**src/rtl/pio_cmd_sequencer.sv**
```systemverilog
// PIO command sequencer: latches a software instruction on a rising enable edge and
// runs it as a coprocessor-memory byte access or an accelerator start/done handshake.
module pio_cmd_sequencer #(
   parameter int ADDR_W      = 17,
   parameter int RD_LAT      = 2,
   parameter int TIMEOUT_CYC = 1000000
) (
   input  logic              clk_clk,
   input  logic              reset_reset_n,
   input  logic              enable,
   input  logic [28:0]       instruct,
   input  logic              mem_sel,
   output logic [3:0]        flags,
   output logic [7:0]        data_out,
   output logic [ADDR_W-1:0] mem_addr,
   output logic [7:0]        mem_wdata,
   output logic              mem_we,
   output logic              mem_re,
   output logic              mem_bank,
   input  logic [7:0]        mem_rdata,
   output logic              acc_start,
   output logic [3:0]        acc_op,
   output logic [7:0]        acc_param,
   input  logic              acc_done
);

   localparam int CNT_MAX = (TIMEOUT_CYC > RD_LAT) ? TIMEOUT_CYC : RD_LAT;
   localparam int CNT_W   = $clog2(CNT_MAX + 1);

   typedef enum logic [2:0] {
      S_IDLE,
      S_DECODE,
      S_MEM_RD,
      S_MEM_WR,
      S_ACC_WAIT,
      S_DONE
   } state_t;

   state_t              state_q;
   logic                enable_q;
   logic [28:0]         instr_q;
   logic                sel_q;
   logic [CNT_W-1:0]    cnt_q;
   logic                done_q;
   logic                error_q;
   logic                busy_q;
   logic                timeout_q;
   logic [7:0]          data_out_q;
   logic [ADDR_W-1:0]   mem_addr_q;
   logic [7:0]          mem_wdata_q;
   logic                mem_we_q;
   logic                mem_re_q;
   logic                mem_bank_q;
   logic                acc_start_q;
   logic [3:0]          acc_op_q;
   logic [7:0]          acc_param_q;
   logic                accept;

   // Only IDLE and DONE listen to software; a command in flight cannot be disturbed.
   assign accept = enable && !enable_q && (state_q == S_IDLE || state_q == S_DONE);

   always_ff @(posedge clk_clk or negedge reset_reset_n) begin
      if (!reset_reset_n) begin
         state_q     <= S_IDLE;
         enable_q    <= 1'b1;
         instr_q     <= '0;
         sel_q       <= 1'b0;
         cnt_q       <= '0;
         done_q      <= 1'b0;
         error_q     <= 1'b0;
         busy_q      <= 1'b0;
         timeout_q   <= 1'b0;
         data_out_q  <= '0;
         mem_addr_q  <= '0;
         mem_wdata_q <= '0;
         mem_we_q    <= 1'b0;
         mem_re_q    <= 1'b0;
         mem_bank_q  <= 1'b0;
         acc_start_q <= 1'b0;
         acc_op_q    <= '0;
         acc_param_q <= '0;
      end else begin
         enable_q    <= enable;
         mem_we_q    <= 1'b0;
         mem_re_q    <= 1'b0;
         acc_start_q <= 1'b0;
         case (state_q)
            S_IDLE, S_DONE: begin
               if (accept) begin
                  instr_q   <= instruct;
                  sel_q     <= mem_sel;
                  done_q    <= 1'b0;
                  error_q   <= 1'b0;
                  timeout_q <= 1'b0;
                  busy_q    <= 1'b1;
                  state_q   <= S_DECODE;
               end
            end
            S_DECODE: begin
               cnt_q <= '0;
               case (instr_q[3:0])
                  4'h1: begin
                     mem_re_q   <= 1'b1;
                     mem_addr_q <= ADDR_W'(instr_q[20:4]);
                     mem_bank_q <= sel_q;
                     state_q    <= S_MEM_RD;
                  end
                  4'h2: begin
                     mem_we_q    <= 1'b1;
                     mem_addr_q  <= ADDR_W'(instr_q[20:4]);
                     mem_wdata_q <= instr_q[28:21];
                     mem_bank_q  <= sel_q;
                     state_q     <= S_MEM_WR;
                  end
                  4'h3, 4'h4, 4'h5, 4'h6, 4'h7, 4'h8: begin
                     acc_start_q <= 1'b1;
                     acc_op_q    <= instr_q[3:0];
                     acc_param_q <= instr_q[28:21];
                     state_q     <= S_ACC_WAIT;
                  end
                  4'h0: begin
                     done_q  <= 1'b1;
                     busy_q  <= 1'b0;
                     state_q <= S_DONE;
                  end
                  4'hF: begin
                     data_out_q <= '0;
                     done_q     <= 1'b1;
                     busy_q     <= 1'b0;
                     state_q    <= S_DONE;
                  end
                  default: begin
                     error_q <= 1'b1;
                     done_q  <= 1'b1;
                     busy_q  <= 1'b0;
                     state_q <= S_DONE;
                  end
               endcase
            end
            S_MEM_WR: begin
               done_q  <= 1'b1;
               busy_q  <= 1'b0;
               state_q <= S_DONE;
            end
            S_MEM_RD: begin
               // cnt_q counts cycles since the read strobe; data is valid at RD_LAT.
               if (cnt_q == CNT_W'(RD_LAT)) begin
                  data_out_q <= mem_rdata;
                  done_q     <= 1'b1;
                  busy_q     <= 1'b0;
                  state_q    <= S_DONE;
               end else begin
                  cnt_q <= cnt_q + CNT_W'(1);
               end
            end
            S_ACC_WAIT: begin
               if (acc_done) begin
                  done_q  <= 1'b1;
                  busy_q  <= 1'b0;
                  state_q <= S_DONE;
               end else if (cnt_q == CNT_W'(TIMEOUT_CYC - 1)) begin
                  done_q    <= 1'b1;
                  error_q   <= 1'b1;
                  timeout_q <= 1'b1;
                  busy_q    <= 1'b0;
                  state_q   <= S_DONE;
               end else begin
                  cnt_q <= cnt_q + CNT_W'(1);
               end
            end
            default: state_q <= S_IDLE;
         endcase
      end
   end

   assign flags     = {timeout_q, busy_q, error_q, done_q};
   assign data_out  = data_out_q;
   assign mem_addr  = mem_addr_q;
   assign mem_wdata = mem_wdata_q;
   assign mem_we    = mem_we_q;
   assign mem_re    = mem_re_q;
   assign mem_bank  = mem_bank_q;
   assign acc_start = acc_start_q;
   assign acc_op    = acc_op_q;
   assign acc_param = acc_param_q;

endmodule
```
**config.mk**
```make
export PLATFORM = sky130hd
export DESIGN_NAME = pio_cmd_sequencer
export DESIGN_NICKNAME = d
export VERILOG_FILES = /design/src/rtl/pio_cmd_sequencer.sv
export SDC_FILE = /design/constraint.sdc
export NUM_CORES = 1
export LEC_CHECK = 0
export CAP_MARGIN = 20
export CORE_MARGIN = 4
export CORE_UTILIZATION = 46
export CTS_CLUSTER_DIAMETER = 200
export CTS_CLUSTER_SIZE = 12
export DETAILED_ROUTE_END_ITERATION = 6
export PLACE_DENSITY = 0.76
export SKIP_LAST_GASP = 1
export SYNTH_ARGS = -nofsm -noshare
export SYNTH_HDL_FRONTEND = slang
export SYNTH_SLANG_ARGS = --single-unit
```
**constraint.sdc**
```tcl
create_clock -name clk_clk -period 1.9 [get_ports clk_clk]
set_clock_uncertainty 0.1 [all_clocks]
set_input_delay 0.57 -clock clk_clk [delete_from_list [all_inputs] [get_ports clk_clk]]
set_output_delay 0.57 -clock clk_clk [all_outputs]
set_load 0.005 [all_outputs]
```
==> summary.txt <==
Run status
  • Status: finished with violations
  • Failing checks: setup timing

Global route
  • Met1 usage: 0.2831
  • Global Route met2 Usage: 0.4093
  • All-Layer GR Usage: 0.2343
  • Largest net degree at the start of global routing: 43
  • Initial antenna violation count: 2
  • First-pass GRT wire length: 21600 um
  • Vias in the first global route: 4176
  • Global route hottest layer: met2
  • Global route overflow: 0
  • Grt met3 use: 0.05813

Synthesis
  • Syn Nets: 427
  • Seq/Total Area, Yosys: 0.5654
  • Synth Register Bits: 107
  • Syn. warnings: 0
  • Post-Syn Area: 4738 um^2
  • Number of synthesized flops with an enable pin: 0
  • Mean post-synth cell area: 12.37 um^2
  • Async set or reset register ratio after synthesis: 1.000
  • Synthesized instance count: 383
  • Post-synth top flop: dfrtp_1
  • Synth cell types: 54

Route
  • DRT Wirelength: 14790 um
  • Via count: 4071
  • Post-route DRC: 0
  • Detailed Routing Iterations Pass 1: 4
  • Post-route ant nets: 0
  • DR vias/cell: 5.694
  • WL per Instance: 20.68 um
  • Initial DRC count: 245

STA
  • Post-route setup slack: -0.1465 ns
  • Worst Tran Pin Value: 0.4368 ns
  • Part of the cycle the worst path needs: 1.077
  • Rel. slew slack: 0.7047
  • Final Setup Violations: 67
  • Max Fclk: 0.4886 GHz
  • RSZ-0062 raised after global routing: true
  • Final Max Slew Viols: 0
  • Fin. Hold Viols: 0
  • Crit path time final: 2.047 ns

Placed design
  • DP Wirelength: 8236 um
  • Dpl cell area: 6347 um^2
  • Port Buf Inserts: 94
  • Final Wtd Congestion: 0.8416

Pwr
  • PD cells: 1442 nW/um^2
  • IR drop worst, VDD: 0.8819 mV
  • Pleak: 3.655 nW
  • Overall Power: 0.01071 W

Setup path
  • Critical Path Fanout Max: 7
  • Critical Path RT: 2.11 ns
  • Critical path class: reg2reg
  • CP Capture Type: register
  • CP max stage delay: 0.54 ns
  • CP Launch Type: register
  • CP top delay family: simple AND/OR/NAND/NOR gates
  • CP arrival: 2.25 ns
  • Crit path max-delay cell type: or4_4
  • Worst-path cell chain: buf_6 > nor3b_4 > o31ai_4 > a21o_4 > or4_4 > a21oi_2
  • Crit path buffers/inverters: 1

Layout
  • Most frequent cells in the layout: 99 x dfrtp_1, 80 x buf_4, 53 x dlygate4sd2_1
  • Filler cells: 650
  • Leading cell type in the layout, fill and taps excluded: dfrtp_1
  • Area growth syn-to-layout: 56.72%
  • Final design area excluding fillers: 7426 um^2
  • Share of cells above drive strength 1: 0.4276
  • # nets final: 619

CTS
  • CTS sink cnt: 107
  • Clock Path Buffers: 2
  • Num CTS Buffers: 9
  • H-tree lvl count: 3
  • Root Driver: clkbuf_8
  • Worst skew pair latency: 0.38 ns
  • Reg clk slew, reported paths: 0.11 ns
  • CTS tree: built

Die
  • Die Y: 109.5 um
  • Core box area: 9910 um^2
  • I/O pin cnt: 95
  • Die area: 11990 um^2
  • Chip width: 109.5 um
  • Std cell rows: 36
  • Initial Util: 0.4782

Flow run
  • Max_cap viols: 0

Hold path
  • Class of the worst hold path: reg2reg
registers in the layout (all words and copies together) (netlist names):
| signal | cells |
|---|---|
| acc_op | 4 |
| acc_param | 8 |
| acc_start | 1 |
| busy_q | 1 |
| cnt_q | 20 |
| data_out | 8 |
| done_q | 1 |
| enable_q | 1 |
| error_q | 1 |
| instr_q | 29 |
| mem_addr | 17 |
| mem_bank | 1 |
| mem_re | 1 |
| mem_wdata | 8 |
| mem_we | 1 |
| sel_q | 1 |
| state_q | 3 |
| timeout_q | 1 |
report_power, final:
group / internal [W] / leakage (nW) / switching [W]
clock network: 0.000545 / 0.107 / 0.000940
registers: 0.00312 / 1.34 / 0.000594
logic: 0.00315 / 2.21 / 0.00236
total: 0.00682 / 3.66 / 0.00389
cell usage after synthesis, types with 3 or more instances:
master	count	area (um^2)
and4_1	4	35.03
a22o_1	8	70.07
buf_2	9	45.04
mux2_1	51	574.3
o31ai_1	12	90.09
nor4_2	3	37.54
inv_1	4	15.01
o21ai_0	12	60.06
and3_1	4	25.02
nor3_2	3	30.03
mux2_2	9	101.4
buf_4	5	37.54
dfrtp_1	106	2653
a21oi_1	20	100.1
nand3_1	5	25.02
or3_1	10	62.56
clkbuf_1	3	11.26
nand4_1	5	31.28
o21ai_1	6	30.03
nor2_1	8	30.03
buf_6	3	33.78
nand2_1	42	157.7
or4_1	8	60.06
worst register-to-register path, cell delays in order (launching register included):
cell,delay [ns]
dfrtp_2,0.45
buf_6,0.14
nor3b_4,0.25
o31ai_4,0.11
a21o_4,0.24
or4_4,0.54
a21oi_2,0.15
metrics by stage:
| step | hold WS [ns] | TNS (ns) | cells | worst slack, ns | util |
|---|---|---|---|---|---|
| floorplan | 0.1744 | -1.014 | 383 | -0.03769 | - |
| global placement | 0.3234 | -28.17 | 655 | -0.6571 | 0.6405 |
| detailed placement | 0.3218 | -30.22 | 655 | -0.7132 | 0.6405 |
| CTS | 0.3989 | -2.648 | 702 | -0.09351 | 0.7163 |
| global route | 0.4235 | -7.679 | 715 | -0.1800 | 0.7494 |
| finish | 0.4054 | -4.582 | 715 | -0.1465 | 0.7494 |
worst paths after layout:
check	startpoint	to	slack (ns)	cells past startpoint
worst max-delay path	state_q[1]	cnt_q[14]	-0.15	6
worst min-delay path	data_out[4]	data_out[4]	0.41	1
worst max register to register	state_q[1]	cnt_q[14]	-0.15	6
worst min register to register	data_out[4]	data_out[4]	0.41	1
max in group asynchronous	reset_reset_n	state_q[1]	0.65	3
min in group asynchronous	reset_reset_n	instr_q[3]	0.46	2
area by class of cell:
cell class                      count  area [um^2]  share of cell area
Antenna cell                        2        5.005           0.0006740
Inverter                            6        25.02            0.003370
Tap cell                          133        166.4             0.02241
Multi-Input combinational cell    252         2416              0.3254
Timing Repair Buffer              199         1908              0.2570
Clock inverter                      7        93.84             0.01264
Sequential cell                   107         2688              0.3619
Clock buffer                        9        123.9             0.01668
per-layer routing:
layer,vias to the layer above,share of wire
met2,149,0.53
met1,2097,0.39
li1,1796,-
met3,29,0.053
met4,0,0.022
met5,-,0
logic make-up after synthesis:
kind of cell / synth area share
and+or+nand+nor: 0.1439
adders and majority gates: 0.005280
buffers and inverters: 0.03169
xor gates and xnor gates: 0.003698
AOI/OAI and AO/OA: 0.1075
DFF: 0.5654
muxes: 0.1426
timing repair:
action | in CTS | in global routing
hold endpoints to repair | 6 | 0
cloned | 7 | 2
buffers inserted | 23 | 11
resized for setup | 116 | 62
hold buffers | 1 | 0
setup endpoints to repair | 126 | 102
pin swaps | 20 | 14
Power figures use the tool's default switching activity.
